## config.mk

```make
export PLATFORM = sky130hd
export DESIGN_NAME = counter_mod
export DESIGN_NICKNAME = d
export VERILOG_FILES = /design/src/rtl/counter_pkg.sv /design/src/rtl/counter_mod_next.sv /design/src/rtl/counter_mod.sv
export SDC_FILE = /design/constraint.sdc
export NUM_CORES = 1
export LEC_CHECK = 0
export BUFFER_PORTS_ARGS = -buffer_cell sky130_fd_sc_hd__buf_2
export CORE_UTILIZATION = 51
export DETAILED_ROUTE_END_ITERATION = 6
export PLACE_DENSITY = 0.77
export SKIP_CTS_REPAIR_TIMING = 1
export SLEW_MARGIN = 20
export SYNTH_ARGS = -nofsm -noshare
export SYNTH_HDL_FRONTEND = slang
export SYNTH_SLANG_ARGS = --single-unit
```

## constraint.sdc

```tcl
create_clock -name clk -period 2.42 [get_ports clk]
set_input_delay 0.242 -clock clk [delete_from_list [all_inputs] [get_ports clk]]
set_output_delay 0.242 -clock clk [all_outputs]
set_load 0.05 [all_outputs]
```

## src/rtl/counter_pkg.sv

```systemverilog
// Shared definitions for the modulo counter: mode encodings.
package counter_pkg;
    localparam logic [1:0] MODE_UP       = 2'b00;
    localparam logic [1:0] MODE_DOWN     = 2'b01;
    localparam logic [1:0] MODE_PINGPONG = 2'b10;
    localparam logic [1:0] MODE_HOLD     = 2'b11;
endpackage

```

## src/rtl/counter_mod_next.sv

```systemverilog
// Combinational next-state and terminal-count logic for counter_mod.
// COUNTER_SAT_EN makes up/down modes saturate instead of wrapping.
module counter_mod_next
    import counter_pkg::*;
#(
    parameter int unsigned WIDTH   = 4,
    parameter int unsigned MODULUS = 16
) (
    input  logic [WIDTH-1:0] cur,
    input  logic             cur_dir,
    input  logic [1:0]       mode,
    input  logic             en,
    output logic [WIDTH-1:0] nxt,
    output logic             nxt_dir,
    output logic             tc
);
    localparam logic [WIDTH:0]   MAX_W = (WIDTH+1)'(MODULUS - 1);
    localparam logic [WIDTH:0]   ONE_W = (WIDTH+1)'(1);
    localparam logic [WIDTH-1:0] MAX_N = MAX_W[WIDTH-1:0];
`ifdef COUNTER_SAT_EN
    localparam bit SAT = 1'b1;
`else
    localparam bit SAT = 1'b0;
`endif

    logic [WIDTH:0] cur_w;
    logic           at_max;
    logic           at_zero;

    assign cur_w   = {1'b0, cur};
    assign at_max  = (cur_w >= MAX_W);
    assign at_zero = (cur_w == '0);

    always_comb begin
        nxt     = cur;
        nxt_dir = cur_dir;
        tc      = 1'b0;
        if (en) begin
            unique case (mode)
                MODE_UP: begin
                    nxt_dir = 1'b1;
                    tc      = at_max;
                    if (at_max) nxt = SAT ? MAX_N : '0;
                    else        nxt = WIDTH'(cur_w + ONE_W);
                end
                MODE_DOWN: begin
                    nxt_dir = 1'b0;
                    tc      = at_zero;
                    if (at_zero) nxt = SAT ? '0 : MAX_N;
                    else         nxt = WIDTH'(cur_w - ONE_W);
                end
                MODE_PINGPONG: begin
                    if (cur_dir) begin
                        tc = at_max;
                        // Bounce off the top: step back down and reverse.
                        if (at_max) begin
                            nxt     = WIDTH'(MAX_W - ONE_W);
                            nxt_dir = 1'b0;
                        end else begin
                            nxt = WIDTH'(cur_w + ONE_W);
                        end
                    end else begin
                        tc = at_zero;
                        if (at_zero) begin
                            nxt     = WIDTH'(ONE_W);
                            nxt_dir = 1'b1;
                        end else begin
                            nxt = WIDTH'(cur_w - ONE_W);
                        end
                    end
                end
                default: begin
                    nxt     = cur;
                    nxt_dir = cur_dir;
                    tc      = 1'b0;
                end
            endcase
        end
    end
endmodule

```

## src/rtl/counter_mod.sv

```systemverilog
// Parametrised modulo counter with up/down/ping-pong/hold modes, clear, load and tc.
// Define COUNTER_SAT_EN for saturating up/down modes.
module counter_mod
    import counter_pkg::*;
#(
    parameter int unsigned WIDTH   = 4,
    parameter int unsigned MODULUS = 16
) (
    input  logic             clk,
    input  logic             rst,
    input  logic             en,
    input  logic [1:0]       mode,
    input  logic             clr,
    input  logic             load,
    input  logic [WIDTH-1:0] load_val,
    output logic [WIDTH-1:0] out,
    output logic             dir,
    output logic             tc
);
    localparam logic [WIDTH:0]   MAX_W = (WIDTH+1)'(MODULUS - 1);
    localparam logic [WIDTH-1:0] MAX_N = MAX_W[WIDTH-1:0];

    logic [WIDTH-1:0] out_q, out_d, cnt_next, load_clamped;
    logic             dir_q, dir_d, dir_next;

    counter_mod_next #(
        .WIDTH   (WIDTH),
        .MODULUS (MODULUS)
    ) u_next (
        .cur     (out_q),
        .cur_dir (dir_q),
        .mode    (mode),
        .en      (en),
        .nxt     (cnt_next),
        .nxt_dir (dir_next),
        .tc      (tc)
    );

    assign load_clamped = ({1'b0, load_val} > MAX_W) ? MAX_N : load_val;

    always_comb begin
        out_d = cnt_next;
        dir_d = dir_next;
        if (clr) begin
            out_d = '0;
            dir_d = 1'b1;
        end else if (load) begin
            out_d = load_clamped;
            dir_d = dir_q;
        end
    end

    always_ff @(posedge clk or negedge rst) begin
        if (!rst) begin
            out_q <= '0;
            dir_q <= 1'b1;
        end else begin
            out_q <= out_d;
            dir_q <= dir_d;
        end
    end

    assign out = out_q;
    assign dir = dir_q;
endmodule

```

==> flow_summary.toml, run 1 <==
[run_status]
status = "finished, final reports clean"

[synth]
synth_top_area_cell = "dfrtp_1"
synth_cells = 79
synth-edff-count = 0
synth_top_area_frac = 0.150
syn_area_um2 = 667
synth_fp_nets = 97
synth_area_leaders = "dfrtp_1 (15%), ha_1 (13%), a31oi_1 (6.6%)"
syn_area_per_cell_um2 = 8.44
yosysSeqAreaShare = 0.189
yosysWarnings = 0
ys_types = 39
ys_seq_elements = 5
async_flop_share = 1.00
dominantRegCellSynth = "dfrtp_1"

[floorplan]
die_h_um = 38.2
dieArea_mm2 = 0.00146
coreArea_mm2 = 0.00116
initial_utilization = 0.577
io_pins = 17
rows = 12
dieWidth_um = 38.2

[global_route]
grt_pass1_wl_mm = 2.72
grt_max_degree = 12
antenna_found_initial = 0
overflow = 0
grt_usage = 0.278
grt_pass1_vias = 613

[routing]
drt_first_pass_iters = 4
vias = 717
drc = 0
drt_iter0_drc = 32
routed_via_density = 6.40
detail-route-antenna-nets = 0
drt-total-wl_mm = 1.79
wire_per_inst_um = 16.0

[timing]
relSlewSlack = 0.544
tightest_slew_ps = 677
finalSetupViolations = 0
worst_slack_ps = 105
max_freq_ghz = 0.432
hold_viol_final = 0
finalSetupTns_ps = 0
period_share = 0.956
period_needed_ps = 2310
final.setup_skew_ps = 1.71
drv_slew = 0
rsz0062_at_grt = "false"

[setup_path]
start_kind = "register"
crit_required_ps = 2180
worstPathArrival_ps = 2070
cp_max_fo = 4
cpMaxStageDelayCell = "dfrtp_1"
slowest_delay_ps = 420
critPathCaptureType = "output port"
worstPathCellList = "inv_1 -> ha_2 -> nor3b_2 -> mux2_2 -> a222oi_1 -> nor3b_4 -> buf_6"
critical_path_class = "register to output port"

[place]
place_area_um2 = 758
io_buffers = 16
dp_cells = 106
hpwl_mm = 1.27
dpl_worst_slack_ps = 255
globalplace.congestion = 0.818

[clock_network]
numCtsBuffers = 3
cts_htree_levels = 1
clock_latency_ps = 250
cts_max_path_buffers = 2
tritoncts = "yes"
clkTransAtPathRegs_ps = 40
cts-root-buf = "clkbuf_4"
clkSinkCount = 5

[flow_run]
maxCapViolCount = 0

[finish]
fin_cells = 112
antenna_cells = 0
finalInstanceArea_um2 = 820
area_growth_pct = 22.9
final_cell_mix = "buf_2 (15), inv_1 (8), a31oi_1 (7), nor2_1 (7), ha_1 (5)"
final_common_cell = "buf_2"
postLayoutCoreUtil = 0.709
drive_above_1_share = 0.337
nets = 117
fill_cells = 105

[power]
leakage_nw = 0.405
p_per_area_mw_per_mm2 = 445
ir_drop_mv = 0.421

[min_path]
worstHoldPathType = "input port to register"
-- cell usage after synthesis, drive strengths merged (2+ instances only) --
cell type  n
inv        8
a31oi      7
ha         7
nor2       7
dfrtp      4
and2       3
buf        3
o32ai      3
or3        3
a21o       2
a21oi      2
clkbuf     2
nor3b      2
o21ai      2
xor2       2
-- flip-flops by register name, summed over array words and instances, names as in the netlist --
| register | flops |
|---|---|
| dir | 1 |
| out | 4 |
-- logic make-up (layout without fill, tap and decap cells) --
family,Yosys count,in the layout,synth area share
simple gates,23,23,0.212
fa+ha+maj,7,7,0.131
xor+xnor,2,2,0.0263
compound gates,27,27,0.315
buf+inv,13,32,0.0938
mux,2,2,0.0319
flops,5,5,0.190
-- path summary, 6_finish.rpt --
kind	from	end	slack, ps	cells past startpoint
worst max-delay path	out[0]	tc	110	7
min in group asynchronous	rst	out[2]	380	2
worst min register to register	dir	dir	700	3
max in group asynchronous	rst	dir	1820	2
worst max register to register	out[0]	out[0]	300	6
worst min-delay path	load_val[0]	out[0]	240	3
-- routing by layer --
layer	GRT usage	vias to the layer above	wire, um
li1	-	339	-
met1	0.320	338	754
met2	0.453	32	889
met3	0.0756	8	92
met4	0.161	0	52
met5	0	-	0
-- cell type report --
| class | instances | area [um2] | share of cell area |
|---|---|---|---|
| clock buffer | 4 | 26.3 | 0.0321 |
| inverter | 8 | 30.0 | 0.0366 |
| timing repair buffer | 20 | 119 | 0.145 |
| sequential | 5 | 128 | 0.156 |
| tap | 14 | 17.5 | 0.0214 |
| multi-input combinational | 61 | 499 | 0.609 |
-- per-stage QoR --
| stage | power [mW] | hold WS (ps) |
|---|---|---|
| 6_report | 0.364 | 243 |
| 3_5_place_dp | 0.255 | 63.8 |
| 4_1_cts | 0.356 | -200 |
| 3_3_place_gp | 0.251 | 60.8 |
| 5_1_grt | 0.385 | 249 |
| 2_1_floorplan | 0.217 | -53.6 |
-- worst max-delay path, delay by kind of cell (launching register included) --
family	cells	cell delay, ps
adder cells (fa/ha/maj)	1	210
flip-flops	1	420
buffers and inverters	2	270
multiplexers	1	270
AO/OA/AOI/OAI	1	410
AND/OR/NAND/NOR	2	240
-- where the power goes --
| group | switching (mW) | internal (mW) |
|---|---|---|
| Clock | 0.0387 | 0.0626 |
| Sequential | 0.0121 | 0.0915 |
| Combinational | 0.0937 | 0.0656 |
(Power assumes the default switching activity.)
==> run 2, diff against run 1 <==
CELL_PAD_IN_SITES_DETAIL_PLACEMENT = 1   (was default)
CELL_PAD_IN_SITES_GLOBAL_PLACEMENT = 2   (was default)
CORE_UTILIZATION = 29   (was 51)
PLACE_DENSITY = default   (was 0.77)
PLACE_DENSITY_LB_ADDON = 0.1   (was default)
==> flow_summary.toml, run 2 (synthesis results as in run 1) <==
[finish]
nets = 120
fin_cells = 128
final_cell_mix = "buf_2 (15), inv_1 (8), a31oi_1 (7), nor2_1 (7), buf_4 (6)"
area_growth_pct = 30.4
antenna_cells = 0
final_common_cell = "buf_2"
drive_above_1_share = 0.366
largest_reg_flops = 4
fill_cells = 257
finalInstanceArea_um2 = 870

[routing]
routed_via_density = 5.51
drt_iter0_drc = 10
vias = 705
wire_per_inst_um = 15.5
detail-route-antenna-nets = 0
drt-total-wl_mm = 1.98
drc = 0
drt_first_pass_iters = 4

[place]
dp_cells = 120
place_area_um2 = 782
io_buffers = 16
hpwl_mm = 1.50
globalplace.congestion = 0.775

[global_route]
grt_usage = 0.168
grt_pass1_vias = 677
grt_max_degree = 12
grt_pass1_wl_mm = 3.15
overflow = 0
antenna_found_initial = 0

[floorplan]
rows = 16
coreArea_mm2 = 0.00206
dieArea_mm2 = 0.00250
die_h_um = 50.0
io_pins = 17
initial_utilization = 0.323
dieWidth_um = 50.0

[power]
ir_drop_mv = 0.252
p_per_area_mw_per_mm2 = 429
sw_frac_of_total = 0.398
leakage_nw = 0.420
p_int_uw = 224
p_switching_uw = 148
power_frac_seq = 0.291
p_comb_frac = 0.439
clkPwrFrac = 0.271
total_power_uw = 373

[timing]
relSlewSlack = 0.589
hold_viol_final = 0
period_needed_ps = 2320
tightest_slew_ps = 610
finalSetupViolations = 0
max_freq_ghz = 0.430
drv_slew = 0
period_share = 0.960
final.setup_skew_ps = 9.01

[setup_path]
cp_max_fo = 7
worstPathArrival_ps = 2080
crit_required_ps = 2180
slowest_delay_ps = 440
worstPathCellList = "inv_1 -> ha_2 -> nor3b_2 -> mux2_2 -> a222oi_1 -> nor3b_4 -> buf_6"
critPathCaptureType = "output port"
critical_path_class = "register to output port"
start_kind = "register"
cpMaxStageDelayCell = "dfrtp_2"

[clock_network]
cts_htree_levels = 1
cts_max_path_buffers = 2
tritoncts = "yes"
clock_latency_ps = 250
numCtsBuffers = 3
clkTransAtPathRegs_ps = 50
cts-root-buf = "clkbuf_4"
clkSinkCount = 5

[min_path]
worstHoldPathType = "input port to register"

[flow_run]
maxCapViolCount = 0

[run_status]
status = "finished, final reports clean"
-- run 2: cell count changes in the layout (fill, tap and decap cells not counted) --
cell     before  now
buf_4         3    6
dfrtp_2       1    2
dfrtp_1       3    2
ha_2          2    1
ha_4          0    1
-- run 2: power by group through the flow --
stage                     Clock (mW)  Sequential [mW]  Combinational [mW]
after floorplan                    0            0.122              0.0952
after global placement             0            0.108               0.152
after detailed placement           0            0.108               0.153
after CTS                      0.104            0.107               0.153
after global routing           0.111            0.110               0.178
final                          0.101            0.108               0.164
-- run 2: layout make-up --
class                           instances  area [um2]  share of cell area
Inverter                                8        30.0              0.0345
Multi-Input combinational cell         61         509               0.586
Clock buffer                            4        26.3              0.0302
Timing Repair Buffer                   23         141               0.163
Tap cell                               27        33.8              0.0388
Sequential cell                         5         129               0.148
-- run 2: worst paths after layout --
path | startpoint | to | slack, ps | cells past startpoint
setup reg to reg | out[0] | out[0] | 310 | 6
hold / removal | load_val[0] | out[0] | 240 | 3
min in group asynchronous | rst | out[0] | 340 | 2
hold reg to reg | dir | dir | 700 | 3
max in group asynchronous | rst | dir | 1870 | 2
setup / recovery | out[0] | tc | 100 | 7
-- run 2: worst max-delay path: cells and delay by family, from the launching register on --
family	cells	cell delay, ps
mux	1	280
flops	1	440
buf+inv	2	250
compound gates	1	420
fa+ha+maj	1	200
simple gates	2	240
-- run 2: metal layers --
layer | up-vias | part of all wire | GRT usage
li1 | 341 | - | -
met1 | 347 | 0.44 | 0.206
met2 | 15 | 0.52 | 0.286
met3 | 2 | 0.035 | 0.0463
met4 | 0 | 0.0066 | 0.0429
met5 | - | 0 | 0
-- run 2: stage by stage --
step / setup TNS [ps] / worst slack [ps] / hold slack (ps) / utilization
finish: 0 / 97.1 / 244 / 0.422
global route: -6.91 / -6.91 / 243 / 0.422
CTS: -48.2 / -48.2 / -202 / 0.392
detailed placement: 0 / 232 / 69.4 / 0.379
global placement: 0 / 228 / 68.8 / 0.379
floorplan: 0 / 58.9 / -53.6 / -
==> run 3, diff against run 2 <==
REMOVE_ABC_BUFFERS = 1   (was default)
==> flow_summary.toml, run 3 (synthesis results as in run 1) <==
[run_status]
status = "finished, final reports clean"

[global_route]
overflow = 0
grt_pass1_vias = 683
grt_usage = 0.164
grt_max_degree = 15
antenna_found_initial = 0
grt_pass1_wl_mm = 3.10

[power]
ir_drop_mv = 0.333
p_switching_uw = 141
p_per_area_mw_per_mm2 = 442
leakage_nw = 0.397
clkPwrFrac = 0.281
sw_frac_of_total = 0.396
p_int_uw = 215
total_power_uw = 356
p_comb_frac = 0.416
power_frac_seq = 0.303

[place]
io_buffers = 16
place_area_um2 = 763
hpwl_mm = 1.43
dpl_worst_slack_ps = 258
globalplace.congestion = 0.826

[floorplan]
dieArea_mm2 = 0.00250
io_pins = 17
die_h_um = 50.0
initial_utilization = 0.323
dieWidth_um = 50.0
rows = 16
coreArea_mm2 = 0.00206

[flow_run]
maxCapViolCount = 0

[clock_network]
clkSinkCount = 5
numCtsBuffers = 3
clkTransAtPathRegs_ps = 50
cts-root-buf = "clkbuf_4"
cts_htree_levels = 1
clock_latency_ps = 250
tritoncts = "yes"
cts_max_path_buffers = 2

[finish]
antenna_cells = 0
largest_reg_flops = 4
final_cell_mix = "buf_2 (16), inv_1 (8), a31oi_1 (7), nor2_1 (7), ha_1 (6)"
area_growth_pct = 21.0
drive_above_1_share = 0.299
nets = 116
finalInstanceArea_um2 = 807
final_common_cell = "buf_2"

[timing]
period_needed_ps = 2290
worst_slack_ps = 127
period_share = 0.947
hold_ws_ps = 259
hold_viol_final = 0
drv_slew = 0
finalSetupViolations = 0
final.setup_skew_ps = 5.75
tightest_slew_ps = 479
max_freq_ghz = 0.436
relSlewSlack = 0.681
rsz0062_at_grt = "false"

[routing]
drt-total-wl_mm = 1.81
routed_via_density = 5.57
detail-route-antenna-nets = 0
drt_first_pass_iters = 4
vias = 691
drc = 0
wire_per_inst_um = 14.6
drt_iter0_drc = 12

[setup_path]
critPathCaptureType = "output port"
cp_max_fo = 9
cpMaxStageDelayCell = "dfrtp_1"
worstPathArrival_ps = 2050
start_kind = "register"
rrSetupSlack_ps = 250
crit_required_ps = 2180
critical_path_class = "register to output port"
slowest_delay_ps = 480
worstPathCellList = "inv_1 -> ha_1 -> nor3b_2 -> mux2_2 -> a222oi_1 -> nor3b_1 -> buf_2"

[min_path]
worstHoldPathType = "input port to register"
[run 3: changes by cell type in the layout (fill, tap and decap cells not counted)]
cell,change
buf_2,+1
buf_4,-4
buf_6,-1
dfrtp_1,+2
dfrtp_2,-2
ha_1,+1
ha_4,-1
nor3b_1,+1
nor3b_4,-1
[run 3: per-layer routing]
metal,up-vias,wire [um],share of wire,GRT usage
li1,334,-,-,-
met1,339,889,0.49,0.222
met2,16,861,0.47,0.266
met3,2,42,0.023,0.0185
met4,0,21,0.012,0.0571
met5,-,0,0,0
[run 3: final cells by class]
cell class                 instances  area, um2
clock buffer                       4       26.3
inverter                           8       30.0
timing repair buffer              19        105
tap                               27       33.8
sequential                         5        126
fill                             270       1250
multi-input combinational         61        485
[run 3: per-stage QoR]
stage / TNS (ps) / utilization / std cells
final: 0 / 0.391 / 124
after detailed placement: 0 / 0.370 / 119
after floorplan: -529 / - / 74
after global routing: 0 / 0.391 / 124
after CTS: -34.1 / 0.383 / 123
after global placement: 0 / 0.370 / 119
[run 3: final timing paths]
path	from	cells after the start	end
min	load_val[0]	3	out[0]
max reg2reg	out[1]	6	out[0]
max in group asynchronous	rst	2	dir
min in group asynchronous	rst	2	out[1]
max	out[1]	7	tc
min reg2reg	dir	3	dir
[run 3: worst max-delay path: cells and delay by family, from the launching register on]
kind	cells	cell delay, ps
AND/OR/NAND/NOR	2	270
buffers and inverters	2	330
AO/OA/AOI/OAI	1	220
adder cells (fa/ha/maj)	1	230
multiplexers	1	280
flip-flops	1	480
[run 3: power groups by stage]
stage	Sequential [mW]	Clock (mW)	Combinational [mW]
2_1_floorplan	0.128	0	0.0795
3_3_place_gp	0.109	0	0.146
3_5_place_dp	0.109	0	0.147
4_1_cts	0.108	0.103	0.148
5_1_grt	0.110	0.107	0.164
6_report	0.108	0.100	0.148
